$ cat src/rtl/apb_cmd_initiator.sv
// APB initiator: turns single valid/ready commands into one APB transfer each and
// returns read data / error status on a valid/ready response channel, with bounded wait.
module apb_cmd_initiator #(
    parameter int unsigned TIMEOUT_CYCLES = 16,
    parameter logic [31:0] ERR_DATA       = 32'hBADD_C0DE
) (
    input  logic        clk,
    input  logic        rst_n,
    input  logic        cmd_valid_i,
    output logic        cmd_ready_o,
    input  logic        cmd_write_i,
    input  logic [31:0] cmd_addr_i,
    input  logic [31:0] cmd_wdata_i,
    output logic        rsp_valid_o,
    input  logic        rsp_ready_i,
    output logic [31:0] rsp_rdata_o,
    output logic        rsp_err_o,
    output logic        rsp_timeout_o,
    output logic        psel_o,
    output logic        penable_o,
    output logic        pwrite_o,
    output logic [31:0] paddr_o,
    output logic [31:0] pwdata_o,
    input  logic        pready_i,
    input  logic [31:0] prdata_i,
    input  logic        pslverr_i
);

    typedef enum logic [1:0] {
        S_IDLE   = 2'd0,
        S_SETUP  = 2'd1,
        S_ACCESS = 2'd2,
        S_RESP   = 2'd3
    } state_e;

    localparam int unsigned CW = (TIMEOUT_CYCLES > 32'd1) ? $clog2(TIMEOUT_CYCLES) : 1;
    localparam logic [CW-1:0] CNT_LAST = CW'(TIMEOUT_CYCLES - 32'd1);
    localparam logic [CW-1:0] CNT_MAX  = {CW{1'b1}};

    state_e        state_q, state_d;
    logic [CW-1:0] cnt_q, cnt_d;
    logic          psel_q, psel_d;
    logic          penable_q, penable_d;
    logic          pwrite_q, pwrite_d;
    logic [31:0]   paddr_q, paddr_d;
    logic [31:0]   pwdata_q, pwdata_d;
    logic          rsp_valid_q, rsp_valid_d;
    logic [31:0]   rsp_rdata_q, rsp_rdata_d;
    logic          rsp_err_q, rsp_err_d;
    logic          rsp_timeout_q, rsp_timeout_d;
    logic          timeout_hit_s;

    // pready has priority, so a timeout only fires on a cycle where the responder is still stalling
    assign timeout_hit_s = (TIMEOUT_CYCLES != 32'd0) && (cnt_q == CNT_LAST) && !pready_i;

    // State register
    always_ff @(posedge clk or negedge rst_n) begin
        if (!rst_n) begin
            state_q <= S_IDLE;
        end else begin
            state_q <= state_d;
        end
    end

    // Next-state logic
    always_comb begin
        state_d = state_q;
        case (state_q)
            S_IDLE: begin
                if (cmd_valid_i) state_d = S_SETUP;
                else             state_d = S_IDLE;
            end
            S_SETUP:  state_d = S_ACCESS;
            S_ACCESS: begin
                if (pready_i || timeout_hit_s) state_d = S_RESP;
                else                           state_d = S_ACCESS;
            end
            S_RESP: begin
                if (rsp_ready_i) state_d = S_IDLE;
                else             state_d = S_RESP;
            end
            default: state_d = S_IDLE;
        endcase
    end

    // Output next-values; everything except cmd_ready is registered from these
    always_comb begin
        psel_d        = (state_d == S_SETUP) || (state_d == S_ACCESS);
        penable_d     = (state_d == S_ACCESS);
        rsp_valid_d   = (state_d == S_RESP);
        pwrite_d      = pwrite_q;
        paddr_d       = paddr_q;
        pwdata_d      = pwdata_q;
        cnt_d         = cnt_q;
        rsp_rdata_d   = rsp_rdata_q;
        rsp_err_d     = rsp_err_q;
        rsp_timeout_d = rsp_timeout_q;
        case (state_q)
            S_IDLE: begin
                if (cmd_valid_i) begin
                    pwrite_d = cmd_write_i;
                    paddr_d  = cmd_addr_i;
                    pwdata_d = cmd_wdata_i;
                end else begin
                    pwrite_d = pwrite_q;
                end
            end
            S_SETUP: cnt_d = {CW{1'b0}};
            S_ACCESS: begin
                if (pready_i) begin
                    rsp_rdata_d   = pwrite_q ? 32'h0000_0000 : prdata_i;
                    rsp_err_d     = pslverr_i;
                    rsp_timeout_d = 1'b0;
                end else if (timeout_hit_s) begin
                    rsp_rdata_d   = pwrite_q ? 32'h0000_0000 : ERR_DATA;
                    rsp_err_d     = 1'b1;
                    rsp_timeout_d = 1'b1;
                end else if (cnt_q != CNT_MAX) begin
                    cnt_d = cnt_q + CW'(1);
                end else begin
                    cnt_d = cnt_q;
                end
            end
            S_RESP:  cnt_d = cnt_q;
            default: cnt_d = {CW{1'b0}};
        endcase
    end

    // Output and datapath registers
    always_ff @(posedge clk or negedge rst_n) begin
        if (!rst_n) begin
            cnt_q         <= {CW{1'b0}};
            psel_q        <= 1'b0;
            penable_q     <= 1'b0;
            pwrite_q      <= 1'b0;
            paddr_q       <= 32'h0000_0000;
            pwdata_q      <= 32'h0000_0000;
            rsp_valid_q   <= 1'b0;
            rsp_rdata_q   <= 32'h0000_0000;
            rsp_err_q     <= 1'b0;
            rsp_timeout_q <= 1'b0;
        end else begin
            cnt_q         <= cnt_d;
            psel_q        <= psel_d;
            penable_q     <= penable_d;
            pwrite_q      <= pwrite_d;
            paddr_q       <= paddr_d;
            pwdata_q      <= pwdata_d;
            rsp_valid_q   <= rsp_valid_d;
            rsp_rdata_q   <= rsp_rdata_d;
            rsp_err_q     <= rsp_err_d;
            rsp_timeout_q <= rsp_timeout_d;
        end
    end

    assign cmd_ready_o   = (state_q == S_IDLE);
    assign psel_o        = psel_q;
    assign penable_o     = penable_q;
    assign pwrite_o      = pwrite_q;
    assign paddr_o       = paddr_q;
    assign pwdata_o      = pwdata_q;
    assign rsp_valid_o   = rsp_valid_q;
    assign rsp_rdata_o   = rsp_rdata_q;
    assign rsp_err_o     = rsp_err_q;
    assign rsp_timeout_o = rsp_timeout_q;

endmodule

$ cat config.mk
export PLATFORM = sky130hd
export DESIGN_NAME = apb_cmd_initiator
export DESIGN_NICKNAME = d
export VERILOG_FILES = /design/src/rtl/apb_cmd_initiator.sv
export SDC_FILE = /design/constraint.sdc
export NUM_CORES = 1
export LEC_CHECK = 0
export ABC_CLOCK_PERIOD_IN_PS = 2170
export CAP_MARGIN = 5
export CORE_UTILIZATION = 41
export DETAILED_ROUTE_END_ITERATION = 6
export GPL_TIMING_DRIVEN = 0
export PLACE_DENSITY = 0.77
export SETUP_SLACK_MARGIN = 0.2
export SLEW_MARGIN = 20
export SYNTH_ARGS = -nofsm -noshare
export SYNTH_HDL_FRONTEND = slang
export SYNTH_SLANG_ARGS = --single-unit
$ cat constraint.sdc
create_clock -name clk -period 2.17 [get_ports clk]
set_clock_uncertainty 0.1 [all_clocks]
set_input_delay 0.434 -clock clk [delete_from_list [all_inputs] [get_ports clk]]
set_output_delay 0.434 -clock clk [all_outputs]
set_load 0.03 [all_outputs]
==> flow_summary.yaml, run 1 <==
run_status:
  status: "completed"
global_routing:
  grt-ovfl-total: 0
  grt_pass1_wl_um: 18000
  grt_start_max_net_pins: 74
  grt_antenna_before_repair: 0
  track_usage: 0.204
  first_global_vias: 3634
synthesis:
  async_reset_ff_frac: 1.00
  syn_area_per_cell_um2: 13.4
  netlist_area_um2: 4390
  synth_edf_count: 0
  yosys.area.top_type_share: 0.615
  synth_area_leaders: "dfrtp_1 62%, mux2_2 9.2%, mux2_1 7.4%"
  yosys.cell_types.count: 35
  yosysWarningCount: 0
  post-synth-top-count-cell: "dfrtp_1"
  synth-main-ff-cell: "dfrtp_1"
  synth_top_cell_by_area: "dfrtp_1"
  syn-instance-count: 328
  syn_nets: 434
  seq_area_frac_synth: 0.615
  yosys_register_bits: 108
  ys_top_cells_by_count: "108 x dfrtp_1, 41 x nand2_1, 36 x mux2_2, 29 x mux2_1, 19 x nand3_1"
placed_design:
  post-dp-hpwl_um: 8210
  post-place-ws_ns: 0.0306
  place_inst: 669
  dpl_cell_area_um2: 6640
  place.gp.congestion: 0.815
  portBuffers: 204
clock_network:
  cts_htree_levels: 3
  post_cts_buffers: 0
  clock-sinks: 108
  cts_tree: "yes"
  clockBufferDepth: 2
  cts-root-buf: "clkbuf_8"
  clock_latency_ns: 0.35
  cts_buffers: 9
  clk_pin_slew_ns: 0.10
floorplanning:
  die_h_um: 106
  die_w_um: 106
  die_area_um2: 11100
  initial_core_util: 0.424
  core.rowCount: 37
  io_pins: 206
  core-area_um2: 10400
cells_and_area:
  finalNonFillerCells: 685
  nNetsFinal: 651
  insertedDiodeCount: 0
  num-fill-cells: 785
  drive_gt1_frac: 0.149
  area_growth_pct: 57.5
  finalInstanceArea_um2: 6920
worst_setup_path:
  cp.required_ns: 1.64
  critPathArrivalTime_ns: 1.40
  slowest_delay_ns: 0.69
  crit_fanout: 2
  crit_buf_inv: 1
  path_cells: "clkdlybuf4s50_1"
  startpoint_type: "flop"
  end_kind: "output pin"
  critPathTopFamily: "buffers and inverters"
  path_class: "flop to output pin"
  cp_slowest_cell: "clkdlybuf4s50_1"
drt:
  post_drt_wl_per_cell_um: 16.1
  ant_nets: 0
  drt-pass1-iter-count: 5
  drtIter0Drc: 163
  vias_per_cell: 5.08
  drcViolationCount: 0
  routed_wl_um: 11000
  num_vias: 3481
timing:
  worst_pin_slew_ns: 0.441
  setup_ws_ns: 0.234
  maxSlewViolCount: 0
  timing.fmax_mhz: 517
  relSlewSlack: 0.706
  final_hold_viol_count: 0
  finalSetupViolations: 0
  rsz0062_at_grt: "true"
  period_needed_ns: 1.94
  fin_crit_sh: 0.892
  holdWs_ns: 0.301
power_and_ir_drop:
  power_mw: 10.4
  power_density_nw_per_um2: 1510
  ir_worst_vdd_v: 0.000903
  leakagePower_nw: 3.41
worst_hold_path:
  worstHoldPathType: "input port to flop"
flow_run:
  drv_cap: 0
[layout make-up]
class	instances	area, µm²	share of cell area
plain buffers	24	146	0.0211
clock buffers	10	128	0.0184
clock inverters	5	61.3	0.00886
inverters	3	11.3	0.00163
multi-input cells	193	1550	0.224
flip-flops and latches	108	2700	0.390
well taps	136	170	0.0246
repair buffers	206	2150	0.311
[state kept, by name (all words and copies together) (netlist names)]
signal,flops
state_q,2
rsp_valid_o,1
psel_o,1
paddr_o,32
rsp_err_o,1
cnt_q,4
pwdata_o,32
penable_o,1
pwrite_o,1
rsp_timeout_o,1
rsp_rdata_o,32
[metrics by stage]
step / setup TNS (ns) / util
after floorplan: 0 / -
after detailed placement: 0 / 0.640
after global routing: 0 / 0.667
after CTS: 0 / 0.656
final: 0 / 0.667
after global placement: -376.10 / 0.637
[worst paths after layout]
check | startpoint | to | slack (ns) | cells after the start
min in group asynchronous | rst_n | rsp_rdata_o[11]$_DFFE_PN0P_ | 0.43 | 2
max in group asynchronous | rst_n | cnt_q[1]$_DFFE_PN0P_ | 0.86 | 3
max reg2reg | cnt_q[0]$_DFFE_PN0P_ | rsp_rdata_o[28]$_DFFE_PN0P_ | 0.31 | 6
max | pwdata_o[29]$_DFFE_PN0P_ | pwdata_o[29] | 0.23 | 1
min reg2reg | pwdata_o[10]$_DFFE_PN0P_ | pwdata_o[10]$_DFFE_PN0P_ | 0.38 | 1
min | pready_i | rsp_timeout_o$_DFFE_PN0P_ | 0.30 | 2
[metal layers]
layer  GRT usage  routed length, µm
met2       0.349               5540
met5           0                  0
met4      0.0575                 96
met1       0.248               4550
met3      0.0625                859
[placed cells by master, fill, tap and decap left out, types with 4 or more instances in the layout]
| cell type | n |
|---|---|
| nand3_1 | 19 |
| mux2_1 | 29 |
| clkbuf_2 | 4 |
| nand2_1 | 41 |
| nand4_2 | 10 |
| buf_6 | 7 |
| buf_2 | 6 |
| nand4_1 | 9 |
| dfrtp_1 | 108 |
| clkdlybuf4s50_1 | 129 |
| dlygate4sd2_1 | 29 |
| mux2_2 | 36 |
| clkbuf_8 | 9 |
| a22o_1 | 16 |
| clkbuf_1 | 10 |
| dlymetal6s2s_1 | 44 |
| a21oi_1 | 4 |
[power breakdown]
part | switching (mW) | internal [mW] | total (mW)
registers | 0.553 | 2.99 | 3.55
clock network | 0.659 | 0.537 | 1.20
logic | 3.26 | 2.43 | 5.69
[timing repair]
item | in CTS | in global routing
gates resized for setup | 32 | 51
endpoints found under the setup margin | 50 | 95
hold endpoints to repair | 35 | 0
pin swaps | 0 | 0
hold buffers | 1 | 0
[cell families after synthesis]
| kind of cell | share of synthesized area |
|---|---|
| DFF | 0.615 |
| adders and majority gates | 0.00854 |
| buffers and inverters | 0.0342 |
| AOI/OAI and AO/OA | 0.0501 |
| and+or+nand+nor | 0.126 |
| muxes | 0.167 |
Power figures use the tool's default switching activity.
==> run 2: changes to the inputs <==
--- a/config.mk
+++ b/config.mk
@@ -5,12 +5,12 @@
 export SDC_FILE = /design/constraint.sdc
 export NUM_CORES = 1
 export LEC_CHECK = 0
-export ABC_CLOCK_PERIOD_IN_PS = 2170
+export ABC_CLOCK_PERIOD_IN_PS = 2400
 export CAP_MARGIN = 5
-export CORE_UTILIZATION = 41
+export CORE_UTILIZATION = 44
 export DETAILED_ROUTE_END_ITERATION = 6
 export GPL_TIMING_DRIVEN = 0
-export PLACE_DENSITY = 0.77
+export PLACE_DENSITY = 0.82
 export SETUP_SLACK_MARGIN = 0.2
 export SLEW_MARGIN = 20
 export SYNTH_ARGS = -nofsm -noshare
==> constraint.sdc (replaced) <==
create_clock -name clk -period 2.4 [get_ports clk]
set_clock_uncertainty 0.1 [all_clocks]
set_input_delay 0.48 -clock clk [delete_from_list [all_inputs] [get_ports clk]]
set_output_delay 0.48 -clock clk [all_outputs]
set_load 0.03 [all_outputs]
==> flow_summary.yaml, run 2 (synthesis results as in run 1) <==
floorplanning:
  core.rowCount: 36
  die_area_um2: 10400
  core-area_um2: 9730
  io_pins: 206
  initial_core_util: 0.452
  die_w_um: 102
  die_h_um: 102
cells_and_area:
  final_common_cell: "clkdlybuf4s50_1"
  nNetsFinal: 651
  num-fill-cells: 722
  area_growth_pct: 55.2
  finalNonFillerCells: 683
  final_cell_mix: "202 x clkdlybuf4s50_1, 108 x dfrtp_1, 41 x nand2_1"
  drive_gt1_frac: 0.140
  post-route-util: 0.701
  finalInstanceArea_um2: 6820
  insertedDiodeCount: 0
worst_setup_path:
  path_cells: "clkdlybuf4s50_1"
  reg2reg_to: "rsp_rdata_o[12]$_DFFE_PN0P_"
  crit_buf_inv: 1
  r2r_cells: 5
  cp_slowest_cell: "clkdlybuf4s50_1"
  slowest_delay_ns: 0.73
  critPathArrivalTime_ns: 1.50
  startpoint_type: "flop"
  crit_fanout: 3
  critPathTopFamily: "buffers and inverters"
  reg2reg_from: "cnt_q[0]$_DFFE_PN0P_"
  path_class: "flop to output pin"
  r2r_slack_ns: 0.35
  end_kind: "output pin"
  startpoint: "rsp_rdata_o[18]$_DFFE_PN0P_"
  cp.required_ns: 1.82
placed_design:
  post-place-ws_ns: 0.173
  post-dp-hpwl_um: 8290
  place_inst: 666
  place.gp.congestion: 0.786
  dpl_cell_area_um2: 6630
  portBuffers: 204
clock_network:
  clk_pin_slew_ns: 0.11
  cts-root-buf: "clkbuf_8"
  post_cts_buffers: 0
  cts_tree: "yes"
  clockBufferDepth: 2
  cts_htree_levels: 3
  clock_latency_ns: 0.35
  cts_buffers: 9
  clock-sinks: 108
drt:
  drcViolationCount: 0
  ant_nets: 0
  vias_per_cell: 5.14
  num_vias: 3509
  drtIter0Drc: 72
  drt-pass1-iter-count: 4
  routed_wl_um: 10800
  post_drt_wl_per_cell_um: 15.9
timing:
  setup_tns_ns: 0
  timing.fmax_mhz: 481
  rsz0062_at_grt: "false"
  final_hold_viol_count: 0
  maxSlewViolCount: 0
  relSlewSlack: 0.680
  fin_crit_sh: 0.866
  period_needed_ns: 2.08
  worst_pin_slew_ns: 0.480
  setup_ws_ns: 0.322
  finalSetupViolations: 0
  holdWs_ns: 0.328
global_routing:
  grt_antenna_before_repair: 0
  first_global_vias: 3505
  grt_start_max_net_pins: 69
  grt-ovfl-total: 0
  grt_pass1_wl_um: 16800
  track_usage: 0.210
power_and_ir_drop:
  ir_worst_vdd_v: 0.000689
  power_mw: 9.59
  power_density_nw_per_um2: 1410
  leakagePower_nw: 2.89
run_status:
  status: "completed"
flow_run:
  drv_cap: 0
worst_hold_path:
  hold_path_end: "rsp_timeout_o$_DFFE_PN0P_"
  holdPathStages: 2
  worstHoldPathType: "input port to flop"
  hold_start: "pready_i"
-- run 2: power by group --
group	switching, mW	internal (mW)
registers	0.498	2.71
logic	2.95	2.42
clock network	0.603	0.415
-- run 2: worst max-delay path by stage --
| stage | endpoint | cells after the start |
|---|---|---|
| floorplan | psel_o$_DFF_PN0_ | 8 |
| CTS | rsp_rdata_o[12]$_DFFE_PN0P_ | 5 |
| finish | rsp_rdata_o[18] | 1 |
| detailed placement | psel_o$_DFF_PN0_ | 8 |
| global route | rsp_rdata_o[12]$_DFFE_PN0P_ | 5 |
| global placement | paddr_o[20]$_DFFE_PN0P_ | 1 |
-- run 2: what timing repair did --
item / in CTS / in global routing
endpoints found under the setup margin: 1 / 1
hold buffers: 1 / 0
pin swaps: 0 / 0
hold endpoints to repair: 40 / 0
gates resized for setup: 1 / 3
-- run 2: metal layers --
metal,GRT usage,share of wire,up-vias
met3,0.0643,0.080,19
met1,0.247,0.39,1741
met5,0,0,-
met4,0.0912,0.023,0
li1,-,-,1604
met2,0.359,0.50,145
-- run 2: area by class of cell --
class / count / area [µm²] / area share
Clock buffer: 12 / 145 / 0.0213
Sequential cell: 108 / 2700 / 0.396
Clock inverter: 4 / 32.5 / 0.00477
Buffer: 24 / 140 / 0.0206
Multi-Input combinational cell: 193 / 1540 / 0.226
Timing Repair Buffer: 206 / 2080 / 0.305
Inverter: 3 / 11.3 / 0.00165
Tap cell: 133 / 166 / 0.0244
